$ cat src/rtl/vga_fb_pkg.sv
// Shared types and constants for the framebuffer arbiter and the 800x600@56 timing generator.
package vga_fb_pkg;

  typedef enum logic {IDLE, FETCH} fb_state_t;

  localparam int FB_ADDR_W     = 16;
  localparam int FB_DATA_W     = 8;
  localparam int FB_LINE_WORDS = 800;

  // 800x600@56 horizontal and vertical timing, in pixels and lines
  localparam int H_ACTIVE = 800;
  localparam int H_FRONT  = 24;
  localparam int H_SYNC   = 72;
  localparam int H_BACK   = 128;
  localparam int H_TOTAL  = H_ACTIVE + H_FRONT + H_SYNC + H_BACK;
  localparam int V_ACTIVE = 600;
  localparam int V_FRONT  = 1;
  localparam int V_SYNC   = 2;
  localparam int V_BACK   = 22;
  localparam int V_TOTAL  = V_ACTIVE + V_FRONT + V_SYNC + V_BACK;

  function automatic logic [7:0] rgb332(input logic [2:0] r, input logic [2:0] g,
                                        input logic [1:0] b);
    return {r, g, b};
  endfunction

endpackage

$ cat src/rtl/vga_fb_arbiter_pix_fifo.sv
// Prefetch FIFO: storage array plus a registered head word (show-ahead output stage).
module pix_fifo #(
  parameter int DATA_W = 8,
  parameter int DEPTH  = 16,
  parameter int LVL_W  = $clog2(DEPTH) + 1
) (
  input  logic              clk,
  input  logic              rst_n,
  input  logic              push,
  input  logic              pop,
  input  logic              flush,
  input  logic [DATA_W-1:0] din,
  output logic [DATA_W-1:0] dout,
  output logic [LVL_W-1:0]  level,
  output logic              empty
);

  localparam int PTR_W = $clog2(DEPTH);

  logic [DATA_W-1:0] mem [DEPTH];
  logic [PTR_W-1:0]  wr_ptr;
  logic [PTR_W-1:0]  rd_ptr;
  logic [LVL_W-1:0]  cnt;
  logic              head_valid;
  logic              load;
  logic              pop_eff;

  // Head register refills whenever it is free or being popped this cycle
  assign load    = (cnt != '0) && (!head_valid || pop);
  assign pop_eff = pop && head_valid;
  assign level   = cnt + LVL_W'(head_valid);
  assign empty   = !head_valid;

  always_ff @(posedge clk) begin
    if (push && !flush) mem[wr_ptr] <= din;
  end

  always_ff @(posedge clk or negedge rst_n) begin
    if (!rst_n) begin
      wr_ptr     <= '0;
      rd_ptr     <= '0;
      cnt        <= '0;
      head_valid <= 1'b0;
      dout       <= '0;
    end else if (flush) begin
      wr_ptr     <= '0;
      rd_ptr     <= '0;
      cnt        <= '0;
      head_valid <= 1'b0;
    end else begin
      if (push) wr_ptr <= wr_ptr + PTR_W'(1);
      if (load) begin
        rd_ptr     <= rd_ptr + PTR_W'(1);
        dout       <= mem[rd_ptr];
        head_valid <= 1'b1;
      end else if (pop_eff) begin
        head_valid <= 1'b0;
      end
      cnt <= cnt + LVL_W'(push) - LVL_W'(load);
    end
  end

endmodule

$ cat src/rtl/vga_fb_arbiter.sv
// Arbitrates a single-port framebuffer between line prefetch for scan-out and host writes.
module vga_fb_arbiter
  import vga_fb_pkg::*;
#(
  parameter int ADDR_W     = FB_ADDR_W,
  parameter int DATA_W     = FB_DATA_W,
  parameter int LINE_WORDS = FB_LINE_WORDS,
  parameter int FIFO_DEPTH = 16,
  parameter int LOW_WATER  = 8
) (
  input  logic              clk,
  input  logic              rst_n,
  input  logic              line_start,
  input  logic [ADDR_W-1:0] line_base,
  input  logic              pix_rd,
  output logic [DATA_W-1:0] pix_data,
  output logic              pix_valid,
  output logic              underrun,
  input  logic              wr_req,
  input  logic [ADDR_W-1:0] wr_addr,
  input  logic [DATA_W-1:0] wr_data,
  output logic              wr_ack,
  output logic [ADDR_W-1:0] mem_addr,
  output logic [DATA_W-1:0] mem_wdata,
  output logic              mem_we,
  output logic              mem_re,
  input  logic [DATA_W-1:0] mem_rdata
);

  localparam int LVL_W = $clog2(FIFO_DEPTH) + 1;
  localparam int OCC_W = LVL_W + 1;
  localparam int REM_W = $clog2(LINE_WORDS + 1);

  fb_state_t         state;
  fb_state_t         state_next;
  logic [ADDR_W-1:0] fetch_addr;
  logic [REM_W-1:0]  remain;
  logic [LVL_W-1:0]  level;
  logic [OCC_W-1:0]  occ;
  logic              fifo_empty;
  logic              fetching;
  logic              grant_rd;
  logic              grant_wr;

  pix_fifo #(
    .DATA_W (DATA_W),
    .DEPTH  (FIFO_DEPTH),
    .LVL_W  (LVL_W)
  ) u_fifo (
    .clk   (clk),
    .rst_n (rst_n),
    .push  (mem_re && !line_start),
    .pop   (pix_rd),
    .flush (line_start),
    .din   (mem_rdata),
    .dout  (pix_data),
    .level (level),
    .empty (fifo_empty)
  );

  assign pix_valid = !fifo_empty;
  // A registered mem_re means that word lands next edge, so count it as occupied
  assign occ       = OCC_W'(level) + OCC_W'(mem_re);
  assign fetching  = (state == FETCH) && !line_start;

  always_comb begin
    state_next = state;
    grant_rd   = 1'b0;
    grant_wr   = 1'b0;
    if (fetching && (occ < OCC_W'(LOW_WATER))) begin
      grant_rd = 1'b1;
    end else if (wr_req && !wr_ack) begin
      grant_wr = 1'b1;
    end else if (fetching && (occ < OCC_W'(FIFO_DEPTH))) begin
      grant_rd = 1'b1;
    end
    if (line_start) begin
      state_next = FETCH;
    end else if (grant_rd && (remain == REM_W'(1))) begin
      state_next = IDLE;
    end
  end

  always_ff @(posedge clk or negedge rst_n) begin
    if (!rst_n) begin
      state      <= IDLE;
      fetch_addr <= '0;
      remain     <= '0;
      mem_addr   <= '0;
      mem_wdata  <= '0;
      mem_we     <= 1'b0;
      mem_re     <= 1'b0;
      wr_ack     <= 1'b0;
      underrun   <= 1'b0;
    end else begin
      state  <= state_next;
      mem_re <= grant_rd;
      mem_we <= grant_wr;
      wr_ack <= grant_wr;
      if (line_start) begin
        fetch_addr <= line_base;
        remain     <= REM_W'(LINE_WORDS);
      end else if (grant_rd) begin
        fetch_addr <= fetch_addr + ADDR_W'(1);
        remain     <= remain - REM_W'(1);
      end
      if (grant_rd) begin
        mem_addr <= fetch_addr;
      end else if (grant_wr) begin
        mem_addr  <= wr_addr;
        mem_wdata <= wr_data;
      end
      if (line_start) begin
        underrun <= 1'b0;
      end else if (pix_rd && fifo_empty) begin
        underrun <= 1'b1;
      end
    end
  end

endmodule

$ cat config.mk
export PLATFORM = sky130hd
export DESIGN_NAME = vga_fb_arbiter
export DESIGN_NICKNAME = d
export VERILOG_FILES = /design/src/rtl/vga_fb_pkg.sv /design/src/rtl/vga_fb_arbiter_pix_fifo.sv /design/src/rtl/vga_fb_arbiter.sv
export SDC_FILE = /design/constraint.sdc
export NUM_CORES = 1
export LEC_CHECK = 0
export CAP_MARGIN = 20
export CORE_ASPECT_RATIO = 1.75
export CORE_MARGIN = 5
export CORE_UTILIZATION = 30
export CTS_BUF_LIST = sky130_fd_sc_hd__clkbuf_16
export CTS_CLUSTER_DIAMETER = 40
export DETAILED_ROUTE_END_ITERATION = 8
export HOLD_SLACK_MARGIN = 0.05
export PLACE_DENSITY = 0.57
export SYNTH_ARGS = -nofsm -noshare
export SYNTH_HDL_FRONTEND = slang
export SYNTH_HIERARCHICAL = 1
export SYNTH_SLANG_ARGS = --single-unit
$ cat constraint.sdc
create_clock -name clk -period 5.1 [get_ports clk]
set_clock_uncertainty 0.2 [all_clocks]
set_input_delay 0.765 -clock clk [delete_from_list [all_inputs] [get_ports clk]]
set_output_delay 0.765 -clock clk [all_outputs]
set_load 0.005 [all_outputs]
==> impl_metrics.csv <==
group,metric,value,unit
outcome,outcome,"completed",
synth,synth_enable_flop_cells,128,
synth,ys_ff_latch,204,
synth,sequential_element_share_of_the_synthesized_area,63.8,%
clock_tree,clk_root_buffer_cell,"sky130_fd_sc_hd__clkbuf_16",
synth,synthDominantCellAreaShare,42.6,%
grt,grt_antenna_before_repair,2,
placed_design,gp_congestion,0.767,
cells_and_area,stdcell_count,1104,
clock_tree,numCtsBuffers,24,
routing,finalWirelength,22000,microns
synth,synth_top_cell_by_area,"sky130_fd_sc_hd__edfxtp_1",
clock_tree,cts_setup_buffers,0,
clock_tree,clock_sink_count,204,
sta,fin_crit_sh,66.2,%
cells_and_area,layout.filler_cells,2874,
sta,final.setup.worst_slack,1.73,ns
power_and_ir_drop,p_per_area,482,nW/um^2
cells_and_area,post-route-util,37.0,%
setup_path,critical_path.max_fanout,21,
run,count_of_maximum_capacitance_violations,0,
synth,ys_top_cells_by_area,"sky130_fd_sc_hd__edfxtp_1 (43%), sky130_fd_sc_hd__dfrtp_1 (21%), sky130_fd_sc_hd__mux4_2 (7.5%), sky130_fd_sc_hd__ha_1 (2.4%), sky130_fd_sc_hd__mux2i_1 (2.0%)",
placed_design,dp_hpwl,15400,microns
grt,globalRoute.totalOverflow,0,
sta,final_setup_vio_count,0,
floorplan,initial_core_util,30.2,%
setup_path,crit_required,5.30,ns
setup_path,critPathLaunchType,"flip-flop",
power_and_ir_drop,cellLeakagePower,3.92,nW
synth,syn-mean-instance-area,14.9,sq um
floorplan,die_x,141,microns
synth,synthCells,606,
grt,grt_pass1_vias,5771,
setup_path,total_buffers_and_inverters_traversed_by_the_critical_path,1,
clock_tree,cts_repair_resize_count,0,
sta,whs,0.0649,ns
grt,largest_net_degree_at_the_start_of_global_routing,56,
floorplan,design.portCount,90,
sta,finalMaxSlewViolations,0,
synth,yosys.cell_count.top_type,"sky130_fd_sc_hd__edfxtp_1",
cells_and_area,layout-drive-gt1-share,14.4,%
grt,track_usage,13.2,%
sta,max_freq,296,MHz
placed_design,numPlacedInstances,1059,
grt,grt_first_pass_wirelength,34100,microns
setup_path,slowest_stage,"sky130_fd_sc_hd__maj3_1",
routing,drt_first_iter_violations,313,
setup_path,crit_arrival,3.58,ns
floorplan,core_region,29800,sq um
sta,min_period,3.37,ns
clock_tree,max-clock-path-buffers,3,
floorplan,fp-row-count,84,
synth,yosys_most_used_dff,"sky130_fd_sc_hd__edfxtp_1",
routing,drt_pass1_iterations,4,
clock_tree,clkTransAtPathRegs,0.06,ns
routing,wire_per_inst,20.0,microns
cells_and_area,syn2layout_area_growth,22.7,%
min_path,min-delay-path-class,"primary input to asynchronous set/reset pin",
clock_tree,tritoncts,"done",
floorplan,dieArea,33700,sq um
sta,slew_limit_headroom,36.2,%
sta,setup-tns-final,0,ns
clock_tree,htree_num_levels,1,
placed_design,port_buffers,89,
setup_path,cp-end-kind,"flip-flop",
setup_path,critical_path.max_stage_delay,0.62,ns
routing,post-route-drc-count,0,
floorplan,fp.dieH,239,microns
synth,synth_top_cells_by_count,"sky130_fd_sc_hd__edfxtp_1 (128), sky130_fd_sc_hd__dfrtp_1 (76), sky130_fd_sc_hd__nand2_1 (31), sky130_fd_sc_hd__mux4_2 (30), sky130_fd_sc_hd__nor2_1 (29)",
routing,num_vias,5535,
sta,grt_setup_unrepaired,"false",
synth,synth_nets,677,
clock_tree,worstSkewPairLatency,0.52,ns
synth,post_synth_num_cell_types,60,
synth,synthesis.area,9010,sq um
setup_path,setup.worst_path.class,"flip-flop to flip-flop",
setup_path,crit_chain,"ha_1 > ha_1 > xor2_1 > nand4_1 > maj3_1 > nand2_1 > inv_1 > a221o_1",
setup_path,most_numerous_cell_on_the_critical_path,"sky130_fd_sc_hd__ha_1",
routing,detail_route.vias_per_cell,5.01,
setup_path,category_of_cells_accounting_for_the_largest_share_of_critical_path_delay,"adder cells",
synth,ys.warnings.count,6,
placed_design,placement.setup.worst_slack,1.45,ns
synth,share_of_async_settable_or_async_resettable_flops_after_synthesis,37.3,%
sta,finalHoldViolCount,0,
power_and_ir_drop,vdd_ir_drop_max,0.316,mV
clock_tree,post_cts_hold_buffer_count,0,
sta,pin_slew_with_the_least_headroom_to_its_limit,0.956,ns
routing,ant_nets,0,
cells_and_area,design.final.nets,769,
-- logic make-up (layout without fill, tap and decap cells) --
logic type	count (synthesis)	in the layout	share of synthesized area, %
xor+xnor	11	11	1.07
simple gates	165	165	10.0
buf+inv	53	163	3.33
other cells	0	1	0
flops	204	204	63.8
fa+ha+maj	20	20	2.80
compound gates	93	93	7.68
mux	60	60	11.3
-- placed cells by master, fill, tap and decap left out, drive strengths merged, types with 18 or more instances in the layout --
| cell | Yosys | layout |
|---|---|---|
| edfxtp | 128 | 128 |
| clkdlybuf4s50 | 0 | 87 |
| dfrtp | 76 | 76 |
| mux4 | 32 | 32 |
| nand2 | 31 | 31 |
| nor2 | 29 | 29 |
| inv | 17 | 27 |
| clkbuf | 18 | 25 |
| nand3 | 20 | 20 |
| nor2b | 18 | 18 |
| mux2i | 18 | 18 |
-- registers in the layout, summed over array words and instances, names as in the netlist, 4 cells and up --
name,count
u_fifo/mem,128
fetch_addr,16
mem_addr,16
remain,10
mem_wdata,8
u_fifo/dout,8
u_fifo/cnt,5
u_fifo/rd_ptr,4
u_fifo/wr_ptr,4
-- through the flow --
stage,cell area (sq um),power [mW]
2_1_floorplan,9010,3.07
6_report,11100,5.33
5_1_grt,11100,5.63
4_1_cts,11100,5.42
3_5_place_dp,10200,3.66
3_3_place_gp,10200,3.66
-- metal layers --
layer	track usage, %	vias up	routed length [microns]
met3	2.22	46	1070
met1	14.1	2806	8040
met2	25.0	146	12100
met4	5.91	2	822
li1	-	2535	-
met5	0	-	13
-- worst register-to-register path: stages, from the launching register on --
cell	delay, ns
sky130_fd_sc_hd__dfrtp_1	0.43
sky130_fd_sc_hd__ha_1	0.23
sky130_fd_sc_hd__ha_1	0.20
sky130_fd_sc_hd__xor2_1	0.16
sky130_fd_sc_hd__nand4_1	0.12
sky130_fd_sc_hd__maj3_1	0.62
sky130_fd_sc_hd__nand2_1	0.41
sky130_fd_sc_hd__inv_1	0.41
sky130_fd_sc_hd__a221o_1	0.47
-- power by group --
part	switching [mW]	internal (mW)	total [mW]
clock	0.714	1.02	1.73
combinational	0.651	0.746	1.40
sequential	0.234	1.97	2.20
total	1.60	3.73	5.33
-- worst paths after layout --
check	start	end	slack, ns	cells past startpoint
max	u_fifo/cnt[0]	mem_addr[15]	1.73	8
min	rst_n	fetch_addr[9]	0.06	1
max reg2reg	u_fifo/cnt[0]	mem_addr[15]	1.73	8
min reg2reg	u_fifo/dout[4]	u_fifo/dout[4]	0.28	1
max in group asynchronous	rst_n	u_fifo/rd_ptr[3]	3.73	2
min in group clk	u_fifo/dout[4]	u_fifo/dout[4]	0.28	1
-- cell type report --
| cell class | instances | area, sq um | share of cell area (%) |
|---|---|---|---|
| clock inverter | 19 | 186 | 1.69 |
| inverter | 17 | 63.8 | 0.577 |
| antenna | 1 | 2.50 | 0.0226 |
| timing repair buffer | 102 | 981 | 8.87 |
| clock buffer | 25 | 626 | 5.66 |
| multi-input combinational | 349 | 2970 | 26.8 |
| sequential | 204 | 5750 | 52.0 |
| tap | 387 | 484 | 4.38 |
Note: power is estimated with default switching activity, not from simulation.
